File: src/rtl/snake_pkg.sv
// Shared snake-game definitions: placer state encoding, LFSR geometry and default grid size.
package snake_pkg;

  typedef enum logic [2:0] {
    ST_IDLE,
    ST_DRAW,
    ST_CHECK,
    ST_COMMIT,
    ST_FAIL
  } place_state_t;

  localparam int          LFSR_W    = 16;
  // Fibonacci taps 16,14,13,11 expressed as a mask over bits [15:0]
  localparam logic [15:0] LFSR_TAPS = 16'hB400;
  localparam logic [15:0] LFSR_SEED = 16'hACE1;

  localparam int DEFAULT_XSIZE   = 48;
  localparam int DEFAULT_YSIZE   = 64;
  localparam int DEFAULT_COORD_W = 6;

endpackage

File: src/rtl/snake_lfsr.sv
// Free-running Fibonacci LFSR; shifts left every clock, feedback enters at bit 0.
module snake_lfsr
  import snake_pkg::*;
#(
  parameter int               WIDTH = LFSR_W,
  parameter logic [WIDTH-1:0] SEED  = WIDTH'(LFSR_SEED),
  parameter logic [WIDTH-1:0] TAPS  = WIDTH'(LFSR_TAPS)
) (
  input  logic             i_Clk,
  input  logic             i_Rst,
  output logic [WIDTH-1:0] lfsr
);

  logic [WIDTH-1:0] lfsr_reg;

  always_ff @(posedge i_Clk or negedge i_Rst) begin
    if (!i_Rst) lfsr_reg <= SEED;
    else        lfsr_reg <= {lfsr_reg[WIDTH-2:0], ^(lfsr_reg & TAPS)};
  end

  assign lfsr = lfsr_reg;

endmodule

File: src/rtl/snake_item_placer.sv
// Multi-slot item placer: draws random cells until one is clear of the snake body and of the
// other live items, then commits it to the requested slot.
module snake_item_placer
  import snake_pkg::*;
#(
  parameter int          XSIZE     = DEFAULT_XSIZE,
  parameter int          YSIZE     = DEFAULT_YSIZE,
  parameter int          COORD_W   = DEFAULT_COORD_W,
  parameter int          MAX_BODY  = 20,
  parameter int          NUM_ITEMS = 4,
  parameter int          MAX_TRIES = 255,
  parameter logic [15:0] SEED      = LFSR_SEED,
  localparam int         SLOT_W    = (NUM_ITEMS > 1) ? $clog2(NUM_ITEMS) : 1
) (
  input  logic                         i_Clk,
  input  logic                         i_Rst,
  input  logic                         i_Req,
  input  logic [SLOT_W-1:0]            i_Slot,
  input  logic                         i_Clear,
  input  logic [MAX_BODY*COORD_W-1:0]  i_Body_x,
  input  logic [MAX_BODY*COORD_W-1:0]  i_Body_y,
  input  logic [11:0]                  i_Body_size,
  output logic [NUM_ITEMS*COORD_W-1:0] o_Items_x,
  output logic [NUM_ITEMS*COORD_W-1:0] o_Items_y,
  output logic [NUM_ITEMS-1:0]         o_Valid,
  output logic                         o_Busy,
  output logic                         o_Done,
  output logic                         o_Fail
);

  localparam int IDX_W = $clog2(MAX_BODY + 1);
  localparam int TRY_W = $clog2(MAX_TRIES + 1);

  logic [LFSR_W-1:0]    lfsr;
  logic                 unused_lfsr;
  logic [COORD_W-1:0]   raw_x, raw_y;
  logic                 raw_in_grid;

  place_state_t         state_reg, state_next;
  logic [SLOT_W-1:0]    slot_reg, slot_next;
  logic [TRY_W-1:0]     tries_reg, tries_next;
  logic [IDX_W-1:0]     idx_reg, idx_next;
  logic [COORD_W-1:0]   cand_x_reg, cand_x_next;
  logic [COORD_W-1:0]   cand_y_reg, cand_y_next;

  logic [COORD_W-1:0]   items_x_reg [NUM_ITEMS];
  logic [COORD_W-1:0]   items_y_reg [NUM_ITEMS];
  logic [NUM_ITEMS-1:0] valid_reg;

  logic [MAX_BODY-1:0]  seg_hit;
  logic [NUM_ITEMS-1:0] item_hit, slot_clear, slot_commit;
  logic [11:0]          body_n;
  logic                 body_hit, slot_in_range;

  snake_lfsr #(.WIDTH(LFSR_W), .SEED(SEED)) u_lfsr (
    .i_Clk (i_Clk),
    .i_Rst (i_Rst),
    .lfsr  (lfsr)
  );

  assign raw_x       = lfsr[COORD_W-1:0];
  assign raw_y       = lfsr[2*COORD_W-1:COORD_W];
  assign unused_lfsr = ^lfsr[LFSR_W-1:2*COORD_W];
  assign raw_in_grid = (32'(raw_x) < XSIZE) && (32'(raw_y) < YSIZE);
  assign body_n      = (i_Body_size > 12'(MAX_BODY)) ? 12'(MAX_BODY) : i_Body_size;

  genvar gi;
  generate
    if (NUM_ITEMS == (1 << SLOT_W)) begin : g_slot_full
      assign slot_in_range = 1'b1;
    end else begin : g_slot_part
      assign slot_in_range = (32'(i_Slot) < NUM_ITEMS);
    end

    for (gi = 0; gi < MAX_BODY; gi++) begin : g_seg
      assign seg_hit[gi] = (i_Body_x[gi*COORD_W +: COORD_W] == cand_x_reg) &&
                           (i_Body_y[gi*COORD_W +: COORD_W] == cand_y_reg);
    end

    for (gi = 0; gi < NUM_ITEMS; gi++) begin : g_slot
      // The target slot never blocks its own replacement
      assign item_hit[gi]    = valid_reg[gi] && (slot_reg != SLOT_W'(gi)) &&
                               (items_x_reg[gi] == cand_x_reg) && (items_y_reg[gi] == cand_y_reg);
      assign slot_clear[gi]  = i_Clear && (i_Slot == SLOT_W'(gi));
      assign slot_commit[gi] = (state_reg == ST_COMMIT) && (slot_reg == SLOT_W'(gi));
      assign o_Items_x[gi*COORD_W +: COORD_W] = items_x_reg[gi];
      assign o_Items_y[gi*COORD_W +: COORD_W] = items_y_reg[gi];
    end
  endgenerate

  always_comb begin
    body_hit = 1'b0;
    for (int k = 0; k < MAX_BODY; k++) begin
      if ((k == int'(idx_reg)) && (12'(k) < body_n)) body_hit = seg_hit[k];
    end
  end

  always_comb begin
    state_next  = state_reg;
    slot_next   = slot_reg;
    tries_next  = tries_reg;
    idx_next    = idx_reg;
    cand_x_next = cand_x_reg;
    cand_y_next = cand_y_reg;
    o_Busy      = (state_reg != ST_IDLE);
    o_Done      = 1'b0;
    o_Fail      = 1'b0;
    case (state_reg)
      ST_IDLE: begin
        if (i_Req && slot_in_range) begin
          slot_next  = i_Slot;
          tries_next = '0;
          state_next = ST_DRAW;
        end
      end
      ST_DRAW: begin
        cand_x_next = raw_x;
        cand_y_next = raw_y;
        tries_next  = tries_reg + TRY_W'(1);
        idx_next    = '0;
        if (!raw_in_grid) state_next = (32'(tries_next) >= MAX_TRIES) ? ST_FAIL : ST_DRAW;
        else              state_next = ST_CHECK;
      end
      ST_CHECK: begin
        // Other items are only compared on the first body cycle
        if (body_hit || ((idx_reg == '0) && (|item_hit))) begin
          state_next = (32'(tries_reg) >= MAX_TRIES) ? ST_FAIL : ST_DRAW;
        end else if ((12'(idx_reg) + 12'd1) >= body_n) begin
          state_next = ST_COMMIT;
        end else begin
          idx_next = idx_reg + IDX_W'(1);
        end
      end
      ST_COMMIT: begin
        o_Done     = 1'b1;
        state_next = ST_IDLE;
      end
      ST_FAIL: begin
        o_Fail     = 1'b1;
        state_next = ST_IDLE;
      end
      default: state_next = ST_IDLE;
    endcase
  end

  always_ff @(posedge i_Clk or negedge i_Rst) begin
    if (!i_Rst) begin
      state_reg  <= ST_IDLE;
      slot_reg   <= '0;
      tries_reg  <= '0;
      idx_reg    <= '0;
      cand_x_reg <= '0;
      cand_y_reg <= '0;
    end else begin
      state_reg  <= state_next;
      slot_reg   <= slot_next;
      tries_reg  <= tries_next;
      idx_reg    <= idx_next;
      cand_x_reg <= cand_x_next;
      cand_y_reg <= cand_y_next;
    end
  end

  // A commit to the same slot lands after the clear, so it wins
  always_ff @(posedge i_Clk or negedge i_Rst) begin
    if (!i_Rst) begin
      valid_reg <= '0;
      for (int k = 0; k < NUM_ITEMS; k++) begin
        items_x_reg[k] <= '0;
        items_y_reg[k] <= '0;
      end
    end else begin
      for (int k = 0; k < NUM_ITEMS; k++) begin
        if (slot_clear[k]) valid_reg[k] <= 1'b0;
        if (slot_commit[k]) begin
          valid_reg[k]   <= 1'b1;
          items_x_reg[k] <= cand_x_reg;
          items_y_reg[k] <= cand_y_reg;
        end
      end
    end
  end

  assign o_Valid = valid_reg;

endmodule

File: config.mk
export PLATFORM = sky130hd
export DESIGN_NAME = snake_item_placer
export DESIGN_NICKNAME = d
export VERILOG_FILES = /design/src/rtl/snake_pkg.sv /design/src/rtl/snake_lfsr.sv /design/src/rtl/snake_item_placer.sv
export SDC_FILE = /design/constraint.sdc
export NUM_CORES = 1
export LEC_CHECK = 0
export BUFFER_PORTS_ARGS = -buffer_cell sky130_fd_sc_hd__buf_2
export CORE_UTILIZATION = 45
export DETAILED_ROUTE_END_ITERATION = 6
export GPL_TIMING_DRIVEN = 0
export PLACE_DENSITY = 0.87
export SLEW_MARGIN = 40
export SYNTH_ARGS = -nofsm -noshare
export SYNTH_HDL_FRONTEND = slang
export SYNTH_SLANG_ARGS = --single-unit
File: constraint.sdc
create_clock -name i_Clk -period 2.85 [get_ports i_Clk]
set_input_delay 0.7125 -clock i_Clk [delete_from_list [all_inputs] [get_ports i_Clk]]
set_output_delay 0.7125 -clock i_Clk [all_outputs]
set_load 0.03 [all_outputs]
# ---- Word level (Yosys, flattened, before mapping)
# Index checks and enable logic that the tools add are counted.
dict set report classes {
  n_eq_ne 84
  add_sub_neg 3
  reduce_logical 81
  n_bitwise 0
  mux 43
  shift 0
  order_cmp 25
  div_mod_pow 0
  multipliers 0
}
# operator n
set ops {}
lappend ops {{$eq 6x6->1} 48}
lappend ops {{$lt 4x12->1 const A} 8}
lappend ops {{$logic_and 1x1->1} 61}
lappend ops {{$eq 5x5->1 const A} 12}
lappend ops {{$lt 3x12->1 const A} 4}
lappend ops {{$lt 5x12->1 const A} 4}
lappend ops {{$mux 1} 30}
lappend ops {{$lt 1x12->1 const A} 2}
lappend ops {{$lt 2x12->1 const A} 2}
lappend ops {{$eq 4x5->1 const A} 4}
lappend ops {{$mux 3} 6}
lappend ops {{$ge 8x8->1 const B} 2}
lappend ops {{$pmux 8 s2} 1}
lappend ops {{$reduce_xor 16->1} 1}
lappend ops {{$reduce_bool 2->1} 7}
lappend ops {{$ge 6x12->1} 1}
lappend ops {{$gt 12x5->1 const B} 1}
lappend ops {{$mux 12} 1}
lappend ops {{$eq 3x5->1 const A} 2}
lappend ops {{$logic_not 5->1} 2}
lappend ops {{$mux 5} 2}
lappend ops {{$ne 2x2->1 const B} 5}
lappend ops {{$pmux 5 s2} 1}
lappend ops {{$pmux 3 s3} 1}
lappend ops {{20 further kinds} 28}
dict set report totals {
  word_cells 255
  inputBits 258
  reg_bits 98
  n_memories 0
  romBits 0
  ramBits 0
  latchBits 0
  out_inout_bits 55
}

# ---- Longest topological paths before layout
# Gate-level depths: netlist (run 1).
dict set report logic_depth {
  depth_word 27
  ltp_mapped 16
  ltp_nobuf 14
}

# ---- Hierarchy
# From an unflattened synthesis (run 1), not the netlist that was laid out.
dict set report hier_totals {
  hier_cells 872
  hier_area_um2 8091.5
}
# mod area_per_inst_um2 cells_per_inst seq_area_each_um2 instances
set by_module_without_submodules {}
lappend by_module_without_submodules {snake_item_placer 7654.8 853 2052.0 1}
lappend by_module_without_submodules {snake_lfsr 436.7 19 410.4 1}

# ---- Worst setup path before layout (run 1)
# Ideal clock, no wire load.
dict set report synth_path {
  path_type {input to register}
  from {in i_Body_size[10]}
  to {reg idx_reg[1]}
  t_required_ns 2.730
  path_slack_ns -0.569
  setup_ns 0.120
  n_path_buf 1
  arrival_time_ns 3.299
  stages 14
  path_cell_list {nor4_1 and2_0 and3_1 ha_1 nand2b_1 a21o_1 a21o_1 a21oi_1 nor2b_1 o21ai_0 and4b_2 clkbuf_1 nand2_2 a31o_1}
}
dict set report synth_between {
  elab_chain_len 27
  elab_cells_between_ends 67
  classes_between {order compare (22); eq/ne (2); mux (21); reduce/logical (22)}
}
# element line
set synth_rtl {}
lappend synth_rtl {{start, declared} snake_item_placer.sv:22} ;# input logic [11:0] i_Body_size,
lappend synth_rtl {{$gt 12x5->1} snake_item_placer.sv:65} ;# assign body_n = (i_Body_size > 12'(MAX_BODY)) ? 12'(MAX_BODY) : i_Body_size;
lappend synth_rtl {{$mux 12 (*)} snake_item_placer.sv:65}
lappend synth_rtl {{$lt 1x12->1} snake_item_placer.sv:94} ;# if ((k == int'(idx_reg)) && (12'(k) < body_n)) body_hit = seg_hit[k];
lappend synth_rtl {{$logic_and 1x1->1} snake_item_placer.sv:94}
lappend synth_rtl {{$mux 1 (20 in series)} snake_item_placer.sv:94}
lappend synth_rtl {{$logic_or 1x1->1} snake_item_placer.sv:126} ;# if (body_hit || ((idx_reg == '0) && (|item_hit))) begin
lappend synth_rtl {{$ne 2x2->1 (no source line)} -}
lappend synth_rtl {{$reduce_and 3->1 (no source line) (*)} -}
lappend synth_rtl {{end signal, assigned} snake_item_placer.sv:158} ;# idx_reg <= idx_next;
lappend synth_rtl {{end, declared} snake_item_placer.sv:42} ;# logic [IDX_W-1:0] idx_reg, idx_next;
# Every way passes the cells marked *; elsewhere a longest branch is shown, timed or not.
# A chain may end at the register's enable or synchronous reset.

# ---- Final worst setup path (run 1)
dict set report layout_path {
  from {in i_Body_size[6]}
  to {reg idx_reg[3]}
}
# Same word-level chain as after synthesis.

==> results of run 1 <==
placed cells by master (no fill, tap or decap), types with 8 or more instances in the layout:
cell | synthesis | routed
a21oi_1 | 16 | 16
buf_2 | 36 | 305
buf_4 | 0 | 21
buf_6 | 2 | 28
clkbuf_1 | 10 | 8
clkbuf_16 | 0 | 9
dfrtp_1 | 90 | 90
dfstp_2 | 8 | 8
ha_1 | 13 | 13
inv_1 | 9 | 9
mux2_2 | 50 | 50
nand2_1 | 75 | 75
nand3_1 | 27 | 26
nand4_1 | 47 | 47
nor2_1 | 28 | 28
nor3_1 | 20 | 16
nor4_1 | 37 | 32
o21ai_0 | 26 | 24
xnor2_1 | 170 | 170
xor2_1 | 125 | 125
logic make-up (layout without fill, tap and decap cells):
logic type / count (synthesis) / in the layout
AOI/OAI and AO/OA: 78 / 79
adders and majority gates: 13 / 13
muxes: 52 / 52
xor gates and xnor gates: 295 / 295
DFF: 98 / 98
other: 1 / 2
buffers and inverters: 63 / 396
and+or+nand+nor: 276 / 276
per-layer routing:
metal | GRT usage | share of wire
met2 | 0.567 | 0.47
met1 | 0.394 | 0.36
met4 | 0.231 | 0.064
met3 | 0.0608 | 0.099
met5 | 0 | 0
worst reg2reg max path: cells and delay by family, from the launching register on:
kind | cells | cell delay, ns
and+or+nand+nor | 5 | 1.22
AOI/OAI and AO/OA | 4 | 0.68
DFF | 1 | 0.42
buffers and inverters | 2 | 0.37
xor gates and xnor gates | 1 | 0.19
area by class of cell:
type / count / area [um2]
clock inverters: 4 / 55.1
clock buffers: 12 / 267
inverters: 10 / 50.0
flip-flops and latches: 98 / 2460
plain buffers: 52 / 443
repair buffers: 318 / 1670
fillers: 1467 / 6770
well taps: 225 / 282
multi-input cells: 716 / 5420
diodes: 1 / 2.50
path summary, 6_finish.rpt:
kind / to / slack, ns / start / depth (start not counted)
min in group i_Clk: u_lfsr.lfsr[15] / 0.36 / u_lfsr.lfsr[14] / 0
min: o_Items_y[11] / 0.23 / i_Rst / 1
min reg2reg: u_lfsr.lfsr[15] / 0.36 / u_lfsr.lfsr[14] / 0
max: idx_reg[3] / -0.23 / i_Body_size[6] / 12
max in group asynchronous: u_lfsr.lfsr[10] / 1.97 / i_Rst / 2
max reg2reg: idx_reg[3] / -0.15 / cand_x_reg[1] / 12
what timing repair did:
item,in CTS,in global routing
endpoints found under the setup margin,8,8
resized for setup,63,20
gates cloned,1,0
pin swaps,4,5
buffers inserted,7,0
where the power goes:
| part | switching [mW] | internal (mW) |
|---|---|---|
| logic | 0.960 | 0.644 |
| clock network | 0.535 | 0.759 |
| registers | 0.0977 | 1.48 |
| total | 1.59 | 2.88 |
per-stage QoR:
stage	setup slack (ns)	util	area, um2
after floorplan	-0.370	-	8100
after global placement	-0.774	0.570	9930
after global routing	-0.292	0.611	10600
after CTS	-0.200	0.607	10600
final	-0.225	0.611	10600
after detailed placement	-0.830	0.572	9970
==> results.tsv, run 1 <==
stage	metric	value	unit
outcome	status	finished with violations	
outcome	failing checks	setup timing	
drt	drt first pass iters	6	
yosys	XOR/XNOR Fraction of Synth Area	0.320	
die	Ports	313	
placement	GP Congestion	0.985	
cts	TritonCTS clock tree	yes	
cts	CTS Buf Count	9	
global_routing	gr usage total	0.339	
sta	worst-margin pin slew	0.802	ns
yosys	Synth Area in Compound Gates	0.0644	
cts	CTS Hold Buffers Added	0	
finish	layout cells sized above 1	0.388	
critical_path	most frequent cell on the critical path	buf_6	
critical_path	CP max FO	5	
sta	max-slew violation count	0	
yosys	Synth area leaders	dfrtp_1, xnor2_1, xor2_1	
cts	Clock Latency Late Sink	0.35	ns
drt	Antenna Violating Nets Remaining	0	
cts	H-tree depth	3	
placement	Detailed Place HPWL	23800	um
sta	Final Worst Setup Slack	-0.225	ns
global_routing	initial antenna violation count	1	
critical_path	crit path capture type	register	
yosys	FFs w/ async S/R, synth	1.00	
yosys	main combinational cell family by area after synthesis	XOR/XNOR gates	
drt	Vias	8298	
yosys	post-synthesis mux area share	0.0721	
yosys	register area share after synthesis	0.305	
sta	Setup-failing EPs final	8	
cts	Root Buffer	clkbuf_16	
global_routing	vias in the first global route	8254	
die	die area	18500	um2
global_routing	first-pass GRT wire length	46000	um
yosys	EDFF count, synth	0	
sta	Hold Vio Cnt, Final	0	
yosys	adder-cell area share of the yosys netlist	0.0201	
yosys	post-synth top area share	0.279	
drt	Vias/cell	5.78	
cts	Clock Tree Buf Depth	2	
finish	Final Non-Filler Cells	1436	
yosys	syn_area_per_cell	9.23	um2
yosys	yosys warns	0	
critical_path	Critical Path AT	3.30	ns
sta	maximum clock frequency	325	MHz
critical_path	critical path class	primary input to register	
cts	CTS clk-pin slew, worst paths	0.07	ns
die	Core ar.	17400	um2
yosys	number of synthesized register bits	98	
critical_path	CP bufs+invs	3	
die	initial core utilization	0.464	
power_and_ir_drop	pwr dens	420	nW/um2
yosys	Cells after Synth	876	
sta	Rel. slew slack	0.460	
power_and_ir_drop	worst ir drop on vdd	0.000374	V
run	Max-Cap Viols	0	
yosys	syn_nets	1147	
worst_hold_path	worst hold path type	primary input to asynchronous set/reset pin	
critical_path	crit path max-delay cell type	or4_1	
placement	placed insts	1412	
finish	# nets final	1476	
yosys	Post-synth top flop	dfrtp_1	
drt	DRC	0	
placement	PortBufs	310	
yosys	simple-gate share of the synthesized area	0.179	
finish	Area Growth Syn to Fin	31.7	%
sta	Final Skew	0.00882	ns
die	Chip Height	136	um
cts	total clock sinks	98	
global_routing	GR Overflow Total	0	
power_and_ir_drop	Power, Total	4.47	mW
global_routing	largest net degree at the start of global routing	66	
sta	Setup TNS Final	-1.34	ns
drt	WL final	31600	um
sta	minimum hold slack	0.225	ns
power_and_ir_drop	leakage	5.29	nW
yosys	Mapped Area	8080	um2
yosys	top-count cell post-synth	xnor2_1	
critical_path	CP required	3.08	ns
critical_path	startpoint types	primary input	
critical_path	CP top delay family	compound AO/OA/AOI/OAI gates	
critical_path	crit-path cells	buf_6, or4_1, or2_1, buf_6, clkinv_8, a21oi_2, a221o_1, o31a_1, o311a_4, o221ai_4, nand2_2, a31o_1	
sta	RSZ-0062 raised after global routing	yes	
sta	fin crit period	3.08	ns
critical_path	Slowest Stage Delay on Critical Path	0.50	ns
yosys	synth cell count leaders	xnor2_1, xor2_1, dfrtp_1	
yosys	synth unique cells	63	
drt	1st-iter DRT viols	574	
die	FP Rows	48	
drt	Avg WL per Cell	22.0	um
die	Die X	136	um
yosys	post-synth top area cell	dfrtp_1	
sta	Final Cycle Share	1.08	
(Power assumes the default switching activity.)
==> run 2, diff against run 1 <==
- PLACE_DENSITY: 0.87 -> 0.86
- SYNTH_HIERARCHICAL: not set -> 1
- TNS_END_PERCENT: not set -> 20
==> run 2 against run 1 <==
  * The flow still finishes with violations (setup timing)
  * Register-to-register slack worse by 0.11 ns
  * Sequential power hardly changed
  * Synthesized cell count is 0.46% lower
  * Sequential share of layout area is 0.22 points lower
  * Power is 3.8% higher
  * Worst hold slack better by 0.028 ns
  * Clock power is 3% higher
  * Count of clock-buffer cells in the layout is 3 lower
  * Fmax is 1.7% lower
  * Critical endpoint is now idx_reg[0]
  * Largest power group unchanged
==> results.tsv, run 2 <==
stage	metric	value	unit	change
yosys	post-synth top area share	0.278		-0.000302
power_and_ir_drop	leakage	5.62	nW	+6.3%
sta	maximum clock frequency	320	MHz	-1.7%
cts	CTS Buf Count	9		unchanged
sta	Final Cycle Share	1.10		+0.0183
finish	most frequent cells in the layout	buf_2, xor2_1, xnor2_1, dfrtp_1, nand2_1		
yosys	EDFF count, synth	0		unchanged
sta	Final Worst Setup Slack	-0.278	ns	-0.0523 ns
placement	PortBufs	311		+0.32%
sta	max-slew violation count	0		unchanged
finish	# nets final	1482		+0.41%
run	Max-Cap Viols	0		unchanged
cts	CTS clk-pin slew, worst paths	0.07	ns	about the same
power_and_ir_drop	Int Pwr	2.99	mW	+3.7%
sta	RSZ-0062 raised after global routing	yes		
finish	multi-input logic area	5520	um2	+1.8%
yosys	adder-cell area share of the yosys netlist	0.0201		-0.0000218
cts	Clock Latency Late Sink	0.35	ns	about the same
yosys	number of synthesized register bits	98		unchanged
outcome	failing checks	setup timing		
critical_path	Critical Path AT	3.37	ns	+0.07 ns
cts	Clock Tree Buf Depth	2		unchanged
power_and_ir_drop	worst ir drop on vdd	0.000436	V	+16%
global_routing	gr busiest metal	met2		
yosys	top-count cell post-synth	xor2_1		
yosys	Synth area leaders	dfrtp_1, xor2_1, xnor2_1		
die	initial core utilization	0.465		+0.000503
global_routing	first-pass GRT wire length	46600	um	+1.3%
die	Ports	313		unchanged
global_routing	largest net degree at the start of global routing	54		-18%
yosys	synth cell count leaders	xor2_1, xnor2_1, dfrtp_1		
cts	TritonCTS clock tree	yes		
yosys	FFs w/ async S/R, synth	1.00		unchanged
cts	H-tree depth	3		unchanged
finish	commonest non-fill, non-tap cell in the layout	buf_2		
yosys	syn_area_per_cell	9.28	um2	+0.57%
yosys	main combinational cell family by area after synthesis	XOR/XNOR gates		
placement	GP Congestion	1.01		+2.3%
sta	Setup TNS Final	-1.77	ns	-0.429 ns
global_routing	initial antenna violation count	9		+8
sta	Setup-failing EPs final	8		unchanged
yosys	yosys warns	6		+6
sta	Rel. slew slack	0.565		+0.104
power_and_ir_drop	combinational power share	0.370		+0.012
die	Die X	136	um	about the same
yosys	XOR/XNOR Fraction of Synth Area	0.317		-0.00251
placement	Place WS	-0.899	ns	-0.0689 ns
cts	total clock sinks	98		unchanged
global_routing	vias in the first global route	8360		+1.3%
yosys	register area share after synthesis	0.304		-0.000330
die	Chip Height	136	um	about the same
drt	Vias	8302		+0.048%
global_routing	met2 Usage GRT	0.584		+0.0164
sta	fin crit period	3.13	ns	+0.0523 ns
cts	Root Buffer	clkbuf_16		
finish	Final Util	0.618		+0.00661
finish	FF/Latch Area	2460	um2	+0.10%
power_and_ir_drop	P_sw	1.66	mW	+4.2%
yosys	Cells after Synth	872		-0.46%
yosys	Mapped Area	8090	um2	+0.11%
drt	Vias/cell	5.73		-0.92%
yosys	post-synthesis mux area share	0.0680		-0.00410
yosys	post-synth top area cell	dfrtp_1		
power_and_ir_drop	pwr dens	432	nW/um2	+2.7%
power_and_ir_drop	switching share of power	0.357		+0.00111
drt	DRC	0		unchanged
cts	CTS Hold Buffers Added	0		unchanged
global_routing	gr usage total	0.340		+0.00120
critical_path	CP required	3.09	ns	about the same
drt	1st-iter DRT viols	661		+15%
worst_hold_path	worst hold path type	primary input to asynchronous set/reset pin		
drt	WL final	32200	um	+1.8%
critical_path	startpoint types	primary input		
critical_path	critical path class	primary input to register		
global_routing	GR Util met3	0.0671		+0.00634
critical_path	crit path capture type	register		
yosys	simple-gate share of the synthesized area	0.171		-0.00777
yosys	syn_nets	1143		-0.35%
outcome	status	finished with violations		
finish	layout cells sized above 1	0.391		+0.00384
global_routing	GR Overflow Total	0		unchanged
drt	Antenna Violating Nets Remaining	0		unchanged
drt	drt first pass iters	5		-1
die	die area	18500	um2	+0.11%
placement	Detailed Place HPWL	24300	um	+2.0%
die	Core ar.	17400	um2	unchanged
drt	Avg WL per Cell	22.2	um	+0.86%
finish	Area Growth Syn to Fin	33.0	%	
yosys	Post-synth top flop	dfrtp_1		
global_routing	M1 GR Usage	0.401		+0.00711
finish	Fill cells	1511		+3.0%
sta	Final Skew	0.00510	ns	-0.00372 ns
power_and_ir_drop	clock share of power	0.286		-0.003
sta	Hold Vio Cnt, Final	0		unchanged
power_and_ir_drop	Flop pwr share	0.343		-0.009
die	FP Rows	48		unchanged
yosys	Synth Area in Compound Gates	0.0809		+0.0165
sta	worst-margin pin slew	0.651	ns	-0.151 ns
critical_path	CP max FO	6		+1
yosys	synth unique cells	61		-3.2%
-- run 2: cell count changes after synthesis, moves of 5 or more --
cell / before / now
xnor2_1: 170 / 115
xor2_1: 125 / 178
nor4_1: 37 / 53
nand4_1: 47 / 35
nor2_1: 28 / 18
a21oi_1: 16 / 7
clkbuf_1: 10 / 17
nand2_1: 75 / 68
nor3_1: 20 / 13
a31oi_1: 2 / 7
-- run 2: through the flow --
step	cells	instance area, um2	hold WS, ns	total power [mW]
2_1_floorplan	872	8100	0.333	2.47
3_3_place_gp	1408	9940	0.336	3.00
3_5_place_dp	1409	9980	0.341	3.05
4_1_cts	1433	10500	0.258	4.49
5_1_grt	1450	10800	0.273	4.84
6_report	1450	10800	0.253	4.65
-- run 2: worst max-delay path: stages --
cell and delay (ns):
buf_8 0.10, or4_4 0.59, or3_4 0.41, o21a_1 0.20, nor4_2 0.20, buf_4 0.18
a2111oi_4 0.04, a211oi_4 0.30, o2111ai_4 0.22, or2_4 0.30, mux2i_1 0.12
-- run 2: logic make-up (layout without fill, tap and decap cells) --
| logic type | Yosys count | in the layout |
|---|---|---|
| xor gates and xnor gates | 293 | 293 |
| and+or+nand+nor | 257 | 257 |
| DFF | 98 | 98 |
| AOI/OAI and AO/OA | 92 | 92 |
| buffers and inverters | 69 | 413 |
| muxes | 49 | 49 |
| adders and majority gates | 13 | 13 |
| other | 1 | 10 |
-- run 2: path summary, 6_finish.rpt --
check	end	slack, ns	start	cells past startpoint
min reg2reg	u_lfsr/lfsr[15]	0.36	u_lfsr/lfsr[14]	0
max	idx_reg[0]	-0.28	i_Body_size[9]	11
min in group i_Clk	u_lfsr/lfsr[15]	0.36	u_lfsr/lfsr[14]	0
min	o_Items_x[1]	0.25	i_Rst	1
max reg2reg	idx_reg[0]	-0.26	cand_x_reg[5]	11
max in group asynchronous	o_Items_x[20]	2.02	i_Rst	2
-- run 2: layout make-up --
| type | instances | share of cell area |
|---|---|---|
| diodes | 9 | 0.00209 |
| plain buffers | 53 | 0.0295 |
| clock buffers | 9 | 0.0209 |
| clock inverters | 7 | 0.00930 |
| inverters | 13 | 0.00453 |
| multi-input cells | 705 | 0.513 |
| flip-flops and latches | 98 | 0.229 |
| well taps | 225 | 0.0262 |
| repair buffers | 331 | 0.166 |
-- run 2: routing by layer --
| layer | part of all wire | vias to the layer above |
|---|---|---|
| met4 | 0.045 | 0 |
| met1 | 0.39 | 4002 |
| met2 | 0.48 | 488 |
| met3 | 0.086 | 91 |
| li1 | - | 3721 |
| met5 | 0 | - |
-- run 2: power by group through the flow --
stage	sequential [mW]	clock, mW	combinational, mW
2_1_floorplan	1.62	0	0.854
3_3_place_gp	1.60	0	1.40
3_5_place_dp	1.60	0	1.45
4_1_cts	1.58	1.34	1.57
5_1_grt	1.60	1.39	1.85
6_report	1.60	1.33	1.72
-- run 2: repair_timing --
item | in CTS | in global routing
setup endpoints to repair | 8 | 8
pin swaps | 11 | 15
buffers inserted | 9 | 10
gates resized for setup | 35 | 50
